===== config.mk =====
export PLATFORM = sky130hd
export DESIGN_NAME = imem_loader_flat
export DESIGN_NICKNAME = d
export VERILOG_FILES = /design/src/rtl/imem_loader_pkg.sv /design/src/rtl/imem_loader_if.sv /design/src/rtl/imem_loader_word_assembler.sv /design/src/rtl/imem_loader.sv /design/src/flat_wrapper.sv
export SDC_FILE = /design/constraint.sdc
export NUM_CORES = 1
export LEC_CHECK = 0
export BUFFER_PORTS_ARGS = -buffer_cell sky130_fd_sc_hd__buf_4
export CAP_MARGIN = 20
export CORE_UTILIZATION = 50
export DETAILED_ROUTE_END_ITERATION = 8
export GPL_TIMING_DRIVEN = 0
export PLACE_DENSITY = 0.8
export SLEW_MARGIN = 40
export SYNTH_ARGS = -nofsm -noshare
export SYNTH_HDL_FRONTEND = slang
export SYNTH_SLANG_ARGS = --single-unit

===== constraint.sdc =====
create_clock -name clk -period 3.27 [get_ports clk]
set_input_delay 0.4905 -clock clk [delete_from_list [all_inputs] [get_ports clk]]
set_output_delay 0.4905 -clock clk [all_outputs]
set_load 0.05 [all_outputs]

===== src/rtl/imem_loader_pkg.sv =====
// rtl/imem_loader_pkg.sv - shared types and constants for the imem loader
package imem_loader_pkg;

   typedef enum logic [2:0] {
      IDLE,
      HDR0,
      HDR1,
      DATA,
      WRITE,
      DONE,
      ERR
   } loader_state_t;

   localparam int HDR_BYTES      = 2;
   localparam int BYTES_PER_WORD = 4;

   // Byte address of word number idx, counted from base.
   function automatic logic [31:0] word_addr(input logic [31:0] base, input logic [15:0] idx);
      return base + {14'd0, idx, 2'b00};
   endfunction

endpackage


===== src/rtl/imem_loader_if.sv =====
// rtl/imem_loader_if.sv - byte stream in and imem write port out of the loader
interface imem_loader_if;
   import imem_loader_pkg::*;

   logic [7:0]  rx_data;
   logic        rx_valid;
   logic        rx_ready;
   logic        imem_we;
   logic [31:0] imem_addr;
   logic [31:0] imem_wd;

   modport master (
      input  rx_data, rx_valid,
      output rx_ready, imem_we, imem_addr, imem_wd
   );

   modport slave (
      output rx_data, rx_valid,
      input  rx_ready, imem_we, imem_addr, imem_wd
   );

endinterface


===== src/rtl/imem_loader_word_assembler.sv =====
// rtl/imem_loader_word_assembler.sv - packs little-endian bytes into 32-bit words
module word_assembler
   import imem_loader_pkg::*;
(
   input  logic        clk,
   input  logic        reset,
   input  logic        clear,
   input  logic [7:0]  byte_in,
   input  logic        byte_en,
   output logic [31:0] word_out,
   output logic        word_full
);

   localparam logic [1:0] LAST_IDX = 2'(BYTES_PER_WORD - 1);

   logic [1:0] idx;

   always_ff @(posedge clk) begin
      if (reset || clear) begin
         idx       <= 2'd0;
         word_out  <= 32'd0;
         word_full <= 1'b0;
      end else begin
         word_full <= byte_en && (idx == LAST_IDX);
         if (byte_en) begin
            word_out[8*idx +: 8] <= byte_in;
            idx                  <= idx + 2'd1;
         end
      end
   end

endmodule


===== src/rtl/imem_loader.sv =====
// rtl/imem_loader.sv - loads a length-prefixed byte stream into imem, holding the core in reset
module imem_loader
   import imem_loader_pkg::*;
#(
   parameter int          DEPTH          = 256,
   parameter logic [31:0] BASE_ADDR      = 32'h0,
   parameter int          TIMEOUT_CYCLES = 1000000
)
(
   input  logic          clk,
   input  logic          reset,
   input  logic          start,
   imem_loader_if.master bus,
   output logic          cpu_reset,
   output logic          busy,
   output logic          done,
   output logic          err,
   output logic [15:0]   words_loaded
);

   localparam int          HDR_BITS     = 8 * HDR_BYTES;
   localparam logic [16:0] DEPTH_W      = 17'(DEPTH);
   localparam bit          TIMEOUT_EN   = (TIMEOUT_CYCLES != 0);
   localparam logic [31:0] TIMEOUT_LAST = 32'(TIMEOUT_CYCLES - 1);
   localparam logic [1:0]  LAST_BYTE    = 2'(BYTES_PER_WORD - 1);

   loader_state_t         state, next_state;
   logic [HDR_BITS-1:0]   n_words;
   logic [HDR_BITS-1:0]   hdr_n;
   logic [31:0]           timer;
   logic [1:0]            byte_cnt;
   logic                  rx_ready_int;
   logic                  accept;
   logic                  timed_out;
   logic                  we_int;
   logic                  asm_clear;
   logic [31:0]           word_out;
   logic                  word_full;

   assign rx_ready_int = (state == HDR0) || (state == HDR1) || (state == DATA);
   assign accept       = bus.rx_valid && rx_ready_int;
   assign hdr_n        = {bus.rx_data, n_words[7:0]};
   assign timed_out    = TIMEOUT_EN && !accept && (timer == TIMEOUT_LAST)
                         && ((state == HDR1) || (state == DATA));
   // The assembler restarts on a new load and drops any partial word on error.
   assign asm_clear    = ((state == IDLE) && start) || (state == ERR);

   word_assembler u_asm (
      .clk       (clk),
      .reset     (reset),
      .clear     (asm_clear),
      .byte_in   (bus.rx_data),
      .byte_en   (accept && (state == DATA)),
      .word_out  (word_out),
      .word_full (word_full)
   );

   always_ff @(posedge clk) begin
      if (reset) state <= IDLE;
      else       state <= next_state;
   end

   always_comb begin
      next_state = state;
      we_int     = 1'b0;
      done       = 1'b0;
      case (state)
         IDLE:  if (start) next_state = HDR0;
         HDR0:  if (accept) next_state = HDR1;
         HDR1: begin
            if (accept) begin
               if (hdr_n == '0)                  next_state = DONE;
               else if ({1'b0, hdr_n} > DEPTH_W) next_state = ERR;
               else                              next_state = DATA;
            end else if (timed_out) begin
               next_state = ERR;
            end
         end
         DATA: begin
            if (accept && (byte_cnt == LAST_BYTE)) next_state = WRITE;
            else if (timed_out)                    next_state = ERR;
         end
         WRITE: begin
            we_int = word_full;
            if ((words_loaded + 16'd1) == n_words) next_state = DONE;
            else                                   next_state = DATA;
         end
         DONE: begin
            done       = 1'b1;
            next_state = IDLE;
         end
         ERR:     next_state = IDLE;
         default: next_state = IDLE;
      endcase
   end

   always_ff @(posedge clk) begin
      if (reset) begin
         n_words      <= '0;
         timer        <= 32'd0;
         byte_cnt     <= 2'd0;
         words_loaded <= 16'd0;
         err          <= 1'b0;
      end else begin
         if ((state == IDLE) && start) begin
            err          <= 1'b0;
            words_loaded <= 16'd0;
            timer        <= 32'd0;
            byte_cnt     <= 2'd0;
         end
         if (next_state == ERR) err <= 1'b1;
         if (accept && (state == HDR0)) n_words[7:0]  <= bus.rx_data;
         if (accept && (state == HDR1)) n_words[15:8] <= bus.rx_data;
         if ((state == HDR1) || (state == DATA)) timer <= accept ? 32'd0 : timer + 32'd1;
         if (accept && (state == DATA)) byte_cnt <= byte_cnt + 2'd1;
         if (state == ERR) byte_cnt <= 2'd0;
         if (state == WRITE) words_loaded <= words_loaded + 16'd1;
      end
   end

   assign bus.rx_ready  = rx_ready_int;
   assign bus.imem_we   = we_int;
   assign bus.imem_addr = word_addr(BASE_ADDR, words_loaded);
   assign bus.imem_wd   = word_out;

   assign busy      = (state == HDR0) || (state == HDR1) || (state == DATA) || (state == WRITE);
   assign cpu_reset = reset || ((state != IDLE) && (state != DONE));

endmodule


===== src/flat_wrapper.sv =====
// flat-port wrapper written by rule: the top's interface ports become plain ports
module imem_loader_flat import imem_loader_pkg::*;
#(
   parameter int          DEPTH          = 256,
   parameter logic [31:0] BASE_ADDR      = 32'h0,
   parameter int          TIMEOUT_CYCLES = 1000000
)
  (clk, reset, start, cpu_reset, busy, done, err, words_loaded, bus_rx_data, bus_rx_valid, bus_rx_ready, bus_imem_we, bus_imem_addr, bus_imem_wd);
  imem_loader_if bus_i ();
  input  logic clk;
  input  logic reset;
  input  logic start;
  output logic cpu_reset;
  output logic busy;
  output logic done;
  output logic err;
  output logic [15:0] words_loaded;
  input wire logic [$bits(bus_i.rx_data)-1:0] bus_rx_data;
  input wire logic [$bits(bus_i.rx_valid)-1:0] bus_rx_valid;
  output wire logic [$bits(bus_i.rx_ready)-1:0] bus_rx_ready;
  output wire logic [$bits(bus_i.imem_we)-1:0] bus_imem_we;
  output wire logic [$bits(bus_i.imem_addr)-1:0] bus_imem_addr;
  output wire logic [$bits(bus_i.imem_wd)-1:0] bus_imem_wd;
  assign bus_i.rx_data = bus_rx_data;
  assign bus_i.rx_valid = bus_rx_valid;
  assign bus_rx_ready = bus_i.rx_ready;
  assign bus_imem_we = bus_i.imem_we;
  assign bus_imem_addr = bus_i.imem_addr;
  assign bus_imem_wd = bus_i.imem_wd;
  imem_loader #(.DEPTH(DEPTH), .BASE_ADDR(BASE_ADDR), .TIMEOUT_CYCLES(TIMEOUT_CYCLES)) u_core (.clk(clk), .reset(reset), .start(start), .bus(bus_i), .cpu_reset(cpu_reset), .busy(busy), .done(done), .err(err), .words_loaded(words_loaded));
endmodule

==> impl_results.md, run 1 <==
- Max Fclk: between 300 and 400 MHz
- Die width: between 100 and 150 um
- Setup ws final: 0.666 ns
- Endpoints failing hold: 0
- CTS max path bufs: 2
- Hold Buf Count CTS: 0
- Most common cell after layout, fill and taps aside: buf_4
- CP arrival: about 2.1 ns
- Register area: between 2000 and 2500 um2
- Fin nets: between 800 and 900
- Initial antenna violation count: 0
- Crit. End Element: output pin
- Hpwl dp: about 11 mm
- Final setup viols: 0
- Drt wl/cell: approximately 16 um
- Synth top area cells: dfxtp_1 (38%), a21oi_1 (7.2%), nand2_1 (6.2%)
- Final period utilization: approximately 80%
- Setup TNS: 0 ns
- Yosys top cell area share: a little under two fifths
- Top routing layer in use: met4
- EDFF count, synth: 0
- CTS Buf Count: 9
- DRC Markers: 0
- Hold Crit Class: input pin to flip-flop
- DRT met1 WL: 6.70 mm
- Count of cell types in the netlist: 62
- # rows: 38
- Largest net degree at the start of global routing: 18
- Clock slew seen by the registers of the worst setup and hold paths: 0.10 ns
- Avg Vias per Cell: between 5 and 6
- Antenna cells: 0
- Quantity of gates resized following cts: 0
- Initial core utilization: 51.4%
- Clk Latency, worst-skew pair: 0.38 ns
- Number of DRC markers in iteration 0: 490
- Layout Skew: 0.0120 ns
- Hold Crit Start: reset
- Slew HR: between 40% and 50%
- Synth warn: 0
- Total Routed Length: between 15 and 20 mm
- Crit-path max cell delay: 0.40 ns
- DRT Pass-1 Iters: 5
- Fin crit period: approximately 2.6 ns
- Ys flop type: dfxtp_1
- Leak: 2.42 nW
- GPL Wtd Cong: about 0.9
- Pre-CTS setup slack: between 0.5 and 0.6 ns
- Power, Total: approximately 0.0025 W
- Global-route wire length before repair: 24.9 mm
- R2r setup slk: about 0.71 ns
- Area of the multi-input gates: 3140 um2
- Max Slew Vio Count: 0
- CTS root buf: clkbuf_8
- MaxCap Viol Count: 0
- #FFs+latches synth: approximately 110
- Slowest CP cell: dfxtp_1
- Critical path peak fanout: 10
- Synth area leader: dfxtp_1
- Reg-to-reg critical path startpoint: u_core.words_loaded[4]
- Status: finished clean
- CP Launch Type: flip-flop
- Vias in the first global route: 5,186
- GRT Total Usage: between 20% and 30%
- TritonCTS Sinks: between 100 and 150
- H-tree depth: 3
- Cell Pwr Density: 369 nW/um2
- Register area share after synthesis: 37.6%
- Worst reg2reg endpoint: u_core.state[1]
- Gate Count Post-Synth: just over 700
- Hold-critical path depth: 3
- Worst Tran Pin Value: 0.818 ns
- Core Box Area: around 11,000 um2
- Most frequent cells in the layout: buf_4 (112), dfxtp_1 (105), nand2_1 (92)
- Layout cell share with drive strength beyond 1: around 17%
- Hold endpoint: u_core.byte_cnt[1]
- Post-route ant nets: 0
- I/O pins: 98
- Met2 WL: 7.35 mm
- FFs w/ async S/R, synth: 0%
- Port Buffers: 80
- Detail Route met3 WL: 1.17 mm
- Die Y: approximately 110 um
- R2R cell count: 7
- Area grow syn2layout: 19.0%
- Total grt overflow: 0
- Avg Cell Area, Syn: between 7 and 8 um2
- RSZ-0062 raised after global routing: false
- Worst VDD drop: ~0.21 mV
- CP Data Required Time: approximately 2.8 ns
- CP Class: flip-flop to output pin
- Setup bufs post-CTS: 0
- Cell mode on critical path: clkbuf_1
- Filler cells: between 900 and 1,000
- Post-Syn Area: between 5000 and 6000 um2
- Via count: just under 6,000
- Critical path, cell by cell: clkbuf_1 -> clkbuf_1 -> nor2b_1 -> nor2_1 -> buf_4
- Die area: approximately 12,000 um2
- CTS tree: done
==> flip-flops by register name, indices dropped and copies added, names as in the netlist <==
name,cells
u_core.timer,32
u_core.u_asm.word_out,32
u_core.n_words,16
u_core.words_loaded,16
u_core.state,3
u_core.byte_cnt,2
u_core.u_asm.idx,2
u_core.err,1
u_core.u_asm.word_full,1
==> per-layer routing <==
metal	track usage [%]	vias up
met5	0	-
met4	11.1	0
met3	4.48	34
met2	43.5	251
met1	35.4	2761
li1	-	2743
==> how the worst max path moves through the flow <==
stage / from / endpoint
floorplan: u_core.words_loaded[0] / u_core.state[1]
global placement: start / u_core.timer[31]
detailed placement: start / u_core.timer[9]
CTS: u_core.state[1] / u_core.timer[9]
global route: u_core.state[0] / u_core.words_loaded[10]
finish: u_core.state[2] / busy
==> synth_stat cells, types with 2 or more instances <==
cell       count
buf_4         32
or3_1         10
nor4_1        10
a22oi_1        3
xnor2_1       22
dfxtp_1      105
clkbuf_1      36
or4_1          9
mux2i_1       10
nor3b_1        5
o2111ai_1      2
nor3_1        21
nand4_1       12
and4_1         6
a211oi_1       3
nand3_1       49
nand2_1       92
a21o_1         5
ha_1           8
nand4b_1       4
nor4b_1        3
a21oi_1       81
and3_1         5
xor2_1         8
o22ai_1        2
buf_1          3
nor2b_1        6
and2_1         6
o21ai_0       27
a311oi_1      13
inv_1          7
nand3b_1       4
o211ai_1       2
a31oi_1        7
nand2b_1       4
nor2_1        70
buf_2          4
==> power breakdown <==
| part | total (W) | leakage [nW] | switching [W] | internal [W] |
|---|---|---|---|---|
| logic | 0.000307 | 1.47 | 0.000220 | 0.0000871 |
| registers | 0.00130 | 0.846 | 0.0000111 | 0.00129 |
| clock network | 0.000849 | 0.104 | 0.000467 | 0.000382 |
| total | 0.00246 | 2.42 | 0.000699 | 0.00176 |
==> cell families (layout without fill, tap and decap cells) <==
logic type	count (synthesis)	after routing	synth area share, %
other	1	16	0.0670
adders and majority gates	8	8	1.79
xor gates and xnor gates	30	30	4.70
and+or+nand+nor	329	329	29.8
AOI/OAI and AO/OA	156	156	16.5
muxes	10	10	1.79
DFF	105	105	37.6
buffers and inverters	82	178	7.74
==> final cells by class <==
class | count | share of cell area, %
plain buffers | 75 | 6.11
repair buffers | 80 | 9.03
well taps | 140 | 2.63
multi-input cells | 549 | 47.2
clock buffers | 11 | 2.12
inverters | 7 | 0.395
clock inverters | 5 | 0.921
flip-flops and latches | 105 | 31.6
==> metrics by stage <==
stage	cells	hold slack (ns)	area, um2	util (%)
final	972	0.399	6650	61.1
after global routing	972	0.410	6650	61.1
after CTS	972	0.399	6630	60.9
after detailed placement	956	0.444	6430	59.1
after global placement	956	0.439	6420	59.0
after floorplan	736	0.448	5650	-
==> worst max-delay path, delay by kind of cell, from the launching register on <==
family | cells | cell delay, ns
flip-flops | 1 | 0.40
AND/OR/NAND/NOR | 2 | 0.37
buffers and inverters | 3 | 0.96
No activity file was read; power rests on OpenSTA's default activity.
==> run 2, diff against run 1 <==
Clock period 3.27 ns to 2.6 ns, I/O delays scaled along.
==> impl_results.md, run 2 (same netlist as run 1, synthesis figures left out) <==
- Area grow syn2layout: 19.2%
- Max Slew Vio Count: 0
- Hold Buf Count CTS: 0
- CTS root buf: clkbuf_8
- Top flop regs: u_core.timer (32), u_core.u_asm.word_out (32)
- Clock slew seen by the registers of the worst setup and hold paths: about 0.1 ns
- Initial antenna violation count: 0
- Global-route wire length before repair: about 25 mm
- CP Launch Type: flip-flop
- Crit. End Element: flip-flop
- Antenna cells: 0
- Slew HR: about 43%
- Area of the multi-input gates: 3160 um2
- Cell Pwr Density: about 460 nW/um2
- I/O pins: 98
- Layout cell share with drive strength beyond 1: a little under a fifth
- Filler cells: roughly 1,000
- Largest net degree at the start of global routing: 18
- Post-route ant nets: 0
- Initial core utilization: about half
- Layout Skew: slightly above 0.01 ns
- Power, Total: roughly 0.0031 W
- Max Fclk: ~400 MHz
- Hold Crit Class: input pin to flip-flop
- Avg Vias per Cell: 5.86
- Total Routed Length: around 15 mm
- Total grt overflow: 0
- CP Data Required Time: approximately 2.9 ns
- Register area: roughly 2100 um2
- R2r setup slk: about 0.11 ns
- Core Box Area: 10,900 um2
- Die Y: roughly 110 um
- Critical path peak fanout: 10
- Setup TNS: 0 ns
- Final setup viols: 0
- RSZ-0062 raised after global routing: false
- Die area: between 10,000 and 15,000 um2
- CTS max path bufs: 2
- Non-filler cells in the finished layout: between 900 and 1,000
- Number of DRC markers in iteration 0: around 520
- GPL Wtd Cong: 0.896
- Most common cell after layout, fill and taps aside: buf_4
- Die width: 108 um
- Hold_ws: between 0.2 and 0.3 ns
- Worst Tran Pin Value: 0.846 ns
- Endpoints failing hold: 0
- Drt wl/cell: about 16 um
- Most frequent cells in the layout: buf_4 (112), dfxtp_1 (100), nand2_1 (92)
- Leak: roughly 2.4 nW
- GRT Total Usage: between 20% and 30%
- Status: finished clean
- CTS Buf Count: 9
- Fin nets: 846
- H-tree depth: 3
- Port Buffers: 80
- CTS tree: done
- CP arrival: around 2.8 ns
- Placed cells: roughly 960
- Vias in the first global route: approximately 5,100
- TritonCTS Sinks: approximately 110
- Fin crit period: approximately 2.5 ns
- Final period utilization: roughly 96%
- Worst VDD drop: about 0.26 mV
- Clk Latency, worst-skew pair: 0.39 ns
- DRC Markers: 0
- Hpwl dp: ~11 mm
- CP Class: flip-flop to flip-flop
- Via count: between 5,000 and 6,000
- MaxCap Viol Count: 0
- Setup bufs post-CTS: 0
- DRT Pass-1 Iters: 5
- # rows: 38
- Final Util: around 61%
run 2: cell types whose count changed in the layout (fill, tap and decap cells not counted), sizes merged:
cell | before | now
inv | 9 | 8
clkbuf | 47 | 46
buf | 119 | 117
clkinvlp | 0 | 1
clkinv | 2 | 3
run 2: area by class of cell:
class	count	area share (%)
multi-input cells	549	47.4
flip-flops and latches	105	31.6
repair buffers	80	9.01
plain buffers	74	6.08
well taps	140	2.63
clock buffers	9	1.86
clock inverters	6	1.03
inverters	7	0.394
run 2: final timing paths:
| check | start | to | cells after the start |
|---|---|---|---|
| setup / recovery | u_core.state[0] | u_core.err | 7 |
| hold / removal | bus_rx_data[5] | u_core.n_words[13] | 3 |
| setup reg to reg | u_core.state[0] | u_core.err | 7 |
| hold reg to reg | u_core.u_asm.word_out[12] | u_core.u_asm.word_out[12] | 2 |
run 2: routing by layer:
layer,GRT usage [%],part of all wire [%],up-vias
li1,-,-,2736
met5,0,0,-
met1,36.6,44,2672
met4,9.39,1.9,0
met2,42.5,47,251
met3,4.84,7.9,24
run 2: report_power, final:
part / switching, W / internal (W)
Clock: 0.000595 / 0.000445
Sequential: 0.0000154 / 0.00162
Combinational: 0.000277 / 0.000111
Total: 0.000888 / 0.00218
run 2: timing repair:
action                     4_1_cts  5_1_grt
setup endpoints to repair       11       30
gates cloned                     0        0
gates resized for setup          1        8
pin swaps                        0        0
run 2: worst max-delay path, stage by stage (launching register included):
cell and delay (ns):
dfxtp_1 0.45, clkbuf_1 0.36, nor2_1 0.22, o311ai_0 0.34, nor4_1 0.11, a2111oi_0 0.50
nor2_1 0.15, a31o_2 0.26
run 2: through the flow:
| step | setup slack [ns] | area, um2 |
|---|---|---|
| final | 0.105 | 6670 |
| after global routing | 0.0156 | 6670 |
| after CTS | 0.0750 | 6630 |
| after detailed placement | -0.110 | 6430 |
| after global placement | 0.00733 | 6430 |
| after floorplan | 0.00419 | 5650 |
